### src/rtl/msort_pkg.sv
// Shared types and helpers for the merge-sort tree sequencer.
package msort_pkg;

   localparam int DEF_WIDTH = 8;

   typedef enum logic [2:0] {
      IDLE,
      LOAD,
      MERGE,
      DRAIN,
      DONE,
      ERR
   } state_t;

   // Bits needed to hold any count from 0 up to and including max_val.
   function automatic int cnt_width(input int max_val);
      return (max_val < 2) ? 1 : $clog2(max_val + 1);
   endfunction

endpackage

### src/rtl/msort_tree_ctrl_if.sv
// Input stream, FIFO/fifoMerge tree and output stream signals of the sort sequencer.
interface msort_tree_ctrl_if
   import msort_pkg::*;
#(
   parameter int WIDTH  = DEF_WIDTH,
   parameter int LEAVES = 4
);
   logic              in_valid;
   logic [WIDTH-1:0]  in_data;
   logic              in_last;
   logic              in_ready;

   logic [LEAVES-1:0] leaf_push_n;
   logic [WIDTH-1:0]  leaf_data;
   logic [LEAVES-1:0] leaf_full;
   logic              merge_en;
   logic              root_empty;
   logic [WIDTH-1:0]  root_data;
   logic              root_pop_n;

   logic              out_valid;
   logic [WIDTH-1:0]  out_data;
   logic              out_ready;

   modport master (
      input  in_valid, in_data, in_last,
      output in_ready,
      output leaf_push_n, leaf_data,
      input  leaf_full,
      output merge_en,
      input  root_empty, root_data,
      output root_pop_n,
      output out_valid, out_data,
      input  out_ready
   );

   modport slave (
      output in_valid, in_data, in_last,
      input  in_ready,
      input  leaf_push_n, leaf_data,
      output leaf_full,
      input  merge_en,
      output root_empty, root_data,
      input  root_pop_n,
      input  out_valid, out_data,
      output out_ready
   );
endinterface

### src/rtl/msort_order_chk.sv
// Non-decreasing order checker: pulses o_viol when a word is below its predecessor.
// Built only when MSORT_ORDER_CHECK_EN is defined.
`ifdef MSORT_ORDER_CHECK_EN
module msort_order_chk
   import msort_pkg::*;
#(
   parameter int WIDTH = DEF_WIDTH
) (
   input  logic             clk,
   input  logic             srst,
   input  logic             i_clr,
   input  logic             i_valid,
   input  logic             i_last,
   input  logic [WIDTH-1:0] i_data,
   output logic             o_viol
);
   logic             r_first;
   logic [WIDTH-1:0] r_prev;

   assign o_viol = i_valid & ~r_first & (i_data < r_prev);

   // i_last re-arms the first-word flag so the next word starts a fresh run.
   always_ff @(posedge clk) begin
      if (srst || i_clr) begin
         r_first <= 1'b1;
         r_prev  <= '0;
      end else if (i_valid) begin
         r_first <= i_last;
         r_prev  <= i_data;
      end
   end
endmodule
`endif

### src/rtl/msort_tree_ctrl.sv
// Merge-sort tree sequencer: loads one presorted run per leaf FIFO, merges, drains the root.
// Define MSORT_ORDER_CHECK_EN to add input/output ordering checks.
module msort_tree_ctrl
   import msort_pkg::*;
#(
   parameter int WIDTH      = DEF_WIDTH,
   parameter int LEAVES     = 4,
   parameter int LEAF_DEPTH = 4,
   parameter int TIMEOUT    = 255
) (
   input  logic              clock,
   input  logic              reset,
   input  logic              start,
   msort_tree_ctrl_if.master bus,
   output logic              busy,
   output logic              done,
   output logic              err
);
   localparam int CW = (LEAVES > 1) ? $clog2(LEAVES) : 1;
   localparam int RW = cnt_width(LEAF_DEPTH);
   localparam int TW = cnt_width(LEAVES * LEAF_DEPTH);
   localparam int IW = cnt_width(TIMEOUT);
   localparam logic [CW-1:0] LAST_LEAF = CW'(LEAVES - 1);
   localparam logic [RW-1:0] RUN_MAX   = RW'(LEAF_DEPTH);
   localparam logic [IW-1:0] IDLE_MAX  = IW'(TIMEOUT - 1);

   state_t            r_state;
   logic [CW-1:0]     r_cur;
   logic [RW-1:0]     r_run_cnt;
   logic [TW-1:0]     r_total_cnt;
   logic [TW-1:0]     r_out_cnt;
   logic [IW-1:0]     r_idle_cnt;
   logic [LEAVES-1:0] r_push_n;
   logic [WIDTH-1:0]  r_leaf_data;
   logic              r_merge_en;
   logic              r_busy;
   logic              r_done;
   logic              r_err;

   logic w_in_ready, w_accept, w_run_close, w_overflow;
   logic w_drain, w_out_valid, w_hs, w_out_last, w_timeout;
   logic w_job_start, w_in_viol, w_out_viol, w_fail;

   assign w_in_ready  = (r_state == LOAD) && (r_run_cnt < RUN_MAX);
   assign w_accept    = bus.in_valid & w_in_ready;
   assign w_run_close = w_accept & (bus.in_last | ((r_run_cnt + RW'(1)) == RUN_MAX));
   assign w_overflow  = (r_state == LOAD) & bus.leaf_full[r_cur];
   assign w_drain     = (r_state == DRAIN);
   assign w_out_valid = w_drain & ~bus.root_empty;
   assign w_hs        = w_out_valid & bus.out_ready;
   assign w_out_last  = (r_out_cnt + TW'(1)) == r_total_cnt;
   // Fires on the TIMEOUT-th consecutive empty DRAIN cycle.
   assign w_timeout   = w_drain & bus.root_empty & (r_idle_cnt == IDLE_MAX);
   assign w_job_start = start & ((r_state == IDLE) || (r_state == DONE) || (r_state == ERR));
   assign w_fail      = ((r_state == LOAD) & (w_overflow | w_in_viol)) |
                        (w_drain & (w_timeout | w_out_viol));

`ifdef MSORT_ORDER_CHECK_EN
   msort_order_chk #(.WIDTH(WIDTH)) u_in_chk (
      .clk(clock), .srst(reset), .i_clr(w_job_start), .i_valid(w_accept),
      .i_last(w_run_close), .i_data(bus.in_data), .o_viol(w_in_viol)
   );
   msort_order_chk #(.WIDTH(WIDTH)) u_out_chk (
      .clk(clock), .srst(reset), .i_clr(w_job_start), .i_valid(w_hs),
      .i_last(1'b0), .i_data(bus.root_data), .o_viol(w_out_viol)
   );
`else
   assign w_in_viol  = 1'b0;
   assign w_out_viol = 1'b0;
`endif

   assign bus.in_ready    = w_in_ready;
   assign bus.leaf_push_n = r_push_n;
   assign bus.leaf_data   = r_leaf_data;
   assign bus.merge_en    = r_merge_en;
   assign bus.out_valid   = w_out_valid;
   assign bus.out_data    = w_drain ? bus.root_data : '0;
   assign bus.root_pop_n  = ~w_hs;
   assign busy = r_busy;
   assign done = r_done;
   assign err  = r_err;

   always_ff @(posedge clock) begin
      if (reset) begin
         r_state     <= IDLE;
         r_cur       <= '0;
         r_run_cnt   <= '0;
         r_total_cnt <= '0;
         r_out_cnt   <= '0;
         r_idle_cnt  <= '0;
         r_push_n    <= '1;
         r_leaf_data <= '0;
         r_merge_en  <= 1'b0;
         r_busy      <= 1'b0;
         r_done      <= 1'b0;
         r_err       <= 1'b0;
      end else begin
         // A push is a one-cycle pulse issued the cycle after its accept.
         r_push_n <= '1;
         if (w_fail) begin
            r_state    <= ERR;
            r_err      <= 1'b1;
            r_busy     <= 1'b0;
            r_merge_en <= 1'b0;
         end else begin
            case (r_state)
               IDLE, DONE, ERR: begin
                  if (w_job_start) begin
                     r_state     <= LOAD;
                     r_busy      <= 1'b1;
                     r_done      <= 1'b0;
                     r_err       <= 1'b0;
                     r_cur       <= '0;
                     r_run_cnt   <= '0;
                     r_total_cnt <= '0;
                     r_out_cnt   <= '0;
                     r_idle_cnt  <= '0;
                  end
               end
               LOAD: begin
                  if (w_accept) begin
                     r_push_n[r_cur] <= 1'b0;
                     r_leaf_data     <= bus.in_data;
                     r_total_cnt     <= r_total_cnt + TW'(1);
                     if (w_run_close) begin
                        r_run_cnt <= '0;
                        if (r_cur == LAST_LEAF) begin
                           r_state    <= MERGE;
                           r_merge_en <= 1'b1;
                        end else begin
                           r_cur <= r_cur + CW'(1);
                        end
                     end else begin
                        r_run_cnt <= r_run_cnt + RW'(1);
                     end
                  end
               end
               MERGE: begin
                  r_state    <= DRAIN;
                  r_idle_cnt <= '0;
               end
               DRAIN: begin
                  r_idle_cnt <= bus.root_empty ? (r_idle_cnt + IW'(1)) : '0;
                  if (w_hs) begin
                     r_out_cnt <= r_out_cnt + TW'(1);
                     if (w_out_last) begin
                        r_state    <= DONE;
                        r_done     <= 1'b1;
                        r_busy     <= 1'b0;
                        r_merge_en <= 1'b0;
                     end
                  end
               end
               default: r_state <= IDLE;
            endcase
         end
      end
   end
endmodule
### src/flat_wrapper.sv
// flat-port wrapper written by rule: the top's interface ports become plain ports
module msort_tree_ctrl_flat import msort_pkg::*;
#(
   parameter int WIDTH      = DEF_WIDTH,
   parameter int LEAVES     = 4,
   parameter int LEAF_DEPTH = 4,
   parameter int TIMEOUT    = 255
)
  (clock, reset, start, busy, done, err, bus_in_valid, bus_in_data, bus_in_last, bus_in_ready, bus_leaf_push_n, bus_leaf_data, bus_leaf_full, bus_merge_en, bus_root_empty, bus_root_data, bus_root_pop_n, bus_out_valid, bus_out_data, bus_out_ready);
  msort_tree_ctrl_if #(.WIDTH(WIDTH), .LEAVES(LEAVES)) bus_i ();
  input  logic clock;
  input  logic reset;
  input  logic start;
  output logic busy;
  output logic done;
  output logic err;
  input wire logic [$bits(bus_i.in_valid)-1:0] bus_in_valid;
  input wire logic [$bits(bus_i.in_data)-1:0] bus_in_data;
  input wire logic [$bits(bus_i.in_last)-1:0] bus_in_last;
  output wire logic [$bits(bus_i.in_ready)-1:0] bus_in_ready;
  output wire logic [$bits(bus_i.leaf_push_n)-1:0] bus_leaf_push_n;
  output wire logic [$bits(bus_i.leaf_data)-1:0] bus_leaf_data;
  input wire logic [$bits(bus_i.leaf_full)-1:0] bus_leaf_full;
  output wire logic [$bits(bus_i.merge_en)-1:0] bus_merge_en;
  input wire logic [$bits(bus_i.root_empty)-1:0] bus_root_empty;
  input wire logic [$bits(bus_i.root_data)-1:0] bus_root_data;
  output wire logic [$bits(bus_i.root_pop_n)-1:0] bus_root_pop_n;
  output wire logic [$bits(bus_i.out_valid)-1:0] bus_out_valid;
  output wire logic [$bits(bus_i.out_data)-1:0] bus_out_data;
  input wire logic [$bits(bus_i.out_ready)-1:0] bus_out_ready;
  assign bus_i.in_valid = bus_in_valid;
  assign bus_i.in_data = bus_in_data;
  assign bus_i.in_last = bus_in_last;
  assign bus_in_ready = bus_i.in_ready;
  assign bus_leaf_push_n = bus_i.leaf_push_n;
  assign bus_leaf_data = bus_i.leaf_data;
  assign bus_i.leaf_full = bus_leaf_full;
  assign bus_merge_en = bus_i.merge_en;
  assign bus_i.root_empty = bus_root_empty;
  assign bus_i.root_data = bus_root_data;
  assign bus_root_pop_n = bus_i.root_pop_n;
  assign bus_out_valid = bus_i.out_valid;
  assign bus_out_data = bus_i.out_data;
  assign bus_i.out_ready = bus_out_ready;
  msort_tree_ctrl #(.WIDTH(WIDTH), .LEAVES(LEAVES), .LEAF_DEPTH(LEAF_DEPTH), .TIMEOUT(TIMEOUT)) u_core (.clock(clock), .reset(reset), .start(start), .bus(bus_i), .busy(busy), .done(done), .err(err));
endmodule
### config.mk
export PLATFORM = sky130hd
export DESIGN_NAME = msort_tree_ctrl_flat
export DESIGN_NICKNAME = d
export VERILOG_FILES = /design/src/rtl/msort_pkg.sv /design/src/rtl/msort_tree_ctrl_if.sv /design/src/rtl/msort_order_chk.sv /design/src/rtl/msort_tree_ctrl.sv /design/src/flat_wrapper.sv
export SDC_FILE = /design/constraint.sdc
export NUM_CORES = 1
export LEC_CHECK = 0
export ABC_AREA = 1
export BUFFER_PORTS_ARGS = -buffer_cell sky130_fd_sc_hd__buf_4
export CORE_MARGIN = 4
export CORE_UTILIZATION = 45
export DETAILED_ROUTE_END_ITERATION = 12
export GPL_TIMING_DRIVEN = 0
export PLACE_DENSITY = 0.69
export SKIP_CTS_REPAIR_TIMING = 1
export SYNTH_ARGS = -nofsm -noshare
export SYNTH_HDL_FRONTEND = slang
export SYNTH_SLANG_ARGS = --single-unit
### constraint.sdc
create_clock -name clock -period 2.23 [get_ports clock]
set_clock_uncertainty 0.2 [all_clocks]
set_input_delay 0.1115 -clock clock [delete_from_list [all_inputs] [get_ports clock]]
set_output_delay 0.1115 -clock clock [all_outputs]
set_load 0.01 [all_outputs]
==> impl_metrics.env <==
export IMPL_synth_ff_type="dfxtp_1"
export IMPL_grt_pass1_vias=1924
export IMPL_slew_violations=0
export IMPL_crit_fanout=8
export IMPL_syn_nets=356
export IMPL_root_buffer="clkbuf_8"
export IMPL_die_x_um=78.92
export IMPL_fin_cells=455
export IMPL_layout_drive_gt1_share_pct=23.45
export IMPL_clk_path_buf_depth=2
export IMPL_cap_violations=0
export IMPL_initial_core_util_pct=47.29
export IMPL_dr_total_vias=2183
export IMPL_clk_latency_ps=300
export IMPL_ys_warn_count=0
export IMPL_final_util_pct=61.10
export IMPL_clkPwrFrac_pct=16.9
export IMPL_dp_hpwl_um=3896
export IMPL_worst_slew_pin_slew_ps=505.3
export IMPL_final_net_count=424
export IMPL_setup_viol=0
export IMPL_dr_first_iter_drc_count=104
export IMPL_min_period_ps=2075
export IMPL_grt_pass1_wl_um=8307
export IMPL_area_growth_pct=29.19
export IMPL_synthTopCellsByArea="dfxtp_1 (37%), nand2_1 (10%), inv_1 (8.3%), a21oi_1 (6.0%), nor2_1 (5.8%)"
export IMPL_antenna_found_initial=0
export IMPL_p_seq_share_pct=34.9
export IMPL_synth_edf_count=0
export IMPL_required_ps=2250
export IMPL_dp_slack_ps=190.0
export IMPL_switching_share_pct=43.63
export IMPL_grt_total_usage_pct=16.60
export IMPL_grt_max_degree=14
export IMPL_hp_class="input pin to flip-flop"
export IMPL_internal_power_mw=1.720
export IMPL_status="completed"
export IMPL_p_per_area_nw_per_um2=1044
export IMPL_vdd_drop_max_v=0.0004268
export IMPL_dr_pass1_iters=4
export IMPL_max_slew_margin_pct=66.31
export IMPL_pwr_share_comb_pct=48.2
export IMPL_gp_congestion=0.8510
export IMPL_cts_tree="built"
export IMPL_synth_seq_cells=42
export IMPL_rows=25
export IMPL_async_flop_share_pct=0
export IMPL_seqCellArea_um2=842.1
export IMPL_portBuffers=52
export IMPL_grt_overflow=0
export IMPL_layout_setup_ws_ps=154.9
export IMPL_drc=0
export IMPL_cts_sinks=42
export IMPL_fin_crit_sh_pct=93.05
export IMPL_cts_inserted_buffers=5
export IMPL_dp_cells=438
export IMPL_wl_um=5190
export IMPL_clkTransAtPathRegs_ps=80
export IMPL_p_leak_nw=1.337
export IMPL_arrival_ps=2090
export IMPL_p_switching_mw=1.331
export IMPL_synthCells=319
export IMPL_synth_cell_types=32
export IMPL_ant_nets=0
export IMPL_path_class="flip-flop to flip-flop"
export IMPL_cts_max_level=2
export IMPL_n_fill_cell=455
export IMPL_yosys_area_top_type="dfxtp_1"
export IMPL_diodes=0
export IMPL_endpoint_kind="flip-flop"
export IMPL_multi_input_area_um2=1181
export IMPL_viasPerCell=4.798
export IMPL_seq_area_frac_synth_pct=37.15
export IMPL_cp_start_kind="flip-flop"
export IMPL_syn_avg_cell_area_um2=7.095
export IMPL_finalHoldViolations=0
export IMPL_fmax_mhz=481.9
export IMPL_die_h_um=78.92
export IMPL_core_area_um2=4786
export IMPL_ios=54
export IMPL_netlist_area_um2=2263
export IMPL_synth_top_area_share_pct=37.15
export IMPL_wire_per_inst_um=11.41
export IMPL_dieArea_um2=6228
## layout make-up
type | instances | area share, %
multi-input cells | 216 | 40.39
flip-flops and latches | 42 | 28.80
repair buffers | 61 | 16.43
inverters | 57 | 7.488
well taps | 67 | 2.867
clock buffers | 6 | 2.824
plain buffers | 4 | 0.7702
clock inverters | 2 | 0.4279
## power groups by stage
stage | sequential, mW | clock, mW | combinational [mW]
finish | 1.06 | 0.517 | 1.47
global route | 1.09 | 0.566 | 1.69
CTS | 1.06 | 0.532 | 1.45
detailed placement | 1.08 | 0 | 1.45
global placement | 1.07 | 0 | 1.42
floorplan | 1.07 | 0 | 1.04
## cells by family (layout without fill, tap and decap cells)
kind of cell,after synthesis,count (layout),synth area share (%)
AND/OR/NAND/NOR,147,147,31.56
buffers and inverters,61,130,10.67
AO/OA/AOI/OAI,56,56,13.93
flip-flops,42,42,37.15
adder cells (fa/ha/maj),10,10,5.528
XOR/XNOR,3,3,1.161
## layer usage
metal  vias up  GRT usage [%]  routed length [um]
li1       1153              -                   -
met1       966          20.32                2260
met2        57          28.18                2463
met3         7          4.762                 398
met4         0          5.155                  67
met5         -              0                   0
## state kept, by name, indices dropped and copies added (netlist names)
name / count
u_core.busy: 1
u_core.r_out_cnt: 5
u_core.r_state: 3
u_core.bus.leaf_push_n: 4
u_core.err: 1
u_core.r_run_cnt: 3
u_core.bus.merge_en: 1
u_core.bus.leaf_data: 8
u_core.done: 1
u_core.r_cur: 2
u_core.r_total_cnt: 5
u_core.r_idle_cnt: 8
## worst max-delay path: stages, from the launching register on
cell and delay, ps:
dfxtp_1 350, inv_2 90, nand2_2 80, nor2_2 260, nand3b_1 190, nand2_1 90
inv_1 60, nor2_4 200, inv_2 120, nor2_2 140, nor2_1 60, a211oi_1 150
## worst paths after layout
check                                              from                 endpoint  slack [ps]  cells past startpoint
worst max register to register        u_core.r_state[2]      u_core.r_run_cnt[0]         150                     11
worst min-delay path                              reset      u_core.r_run_cnt[1]          30                      2
worst min register to register  u_core.bus.leaf_data[3]  u_core.bus.leaf_data[3]         250                      2
worst max-delay path                  u_core.r_state[2]      u_core.r_run_cnt[0]         150                     11
## metrics by stage
step | power, mW | TNS, ps | area, um^2 | hold slack, ps
after floorplan | 2.118 | 0 | 2263 | 50.18
after global placement | 2.493 | 0 | 2738 | 176.5
after detailed placement | 2.524 | 0 | 2738 | 194.1
after CTS | 3.044 | 0 | 2833 | -125.5
after global routing | 3.344 | -6.876 | 2924 | 55.34
final | 3.052 | 0 | 2924 | 33.36
## synthesized netlist by cell type (2+ instances only)
cell type and number:
inv_2 5, o21ai_1 4, dfxtp_1 42, nand3_4 2, nand4_1 5, inv_4 2
nand2_1 62, nor3_1 8, nand3_2 2, o21ai_0 15, clkbuf_1 3, nor2_4 3
xnor2_1 2, nand3_1 16, inv_1 50, a211oi_1 5, a21oi_1 27, nor2_2 4
nand3b_1 2, nor2_1 35, ha_1 10, nand2_2 5
## cell usage in the layout, fill, tap and decap left out, types with 3 or more instances in the layout
cell            n
nand2_2         5
nor2_1         35
dlygate4sd3_1   9
o21ai_1         6
nand3_1        16
buf_4          52
dfxtp_1        41
nor2_2          4
o21ai_0        13
a21oi_1        27
nand4_1         5
a211oi_1        5
inv_2           5
nand2_1        62
inv_1          50
nor2_4          3
nor3_1          8
clkbuf_8        6
ha_1           10
clkbuf_1        3
Power figures use the tool's default switching activity.
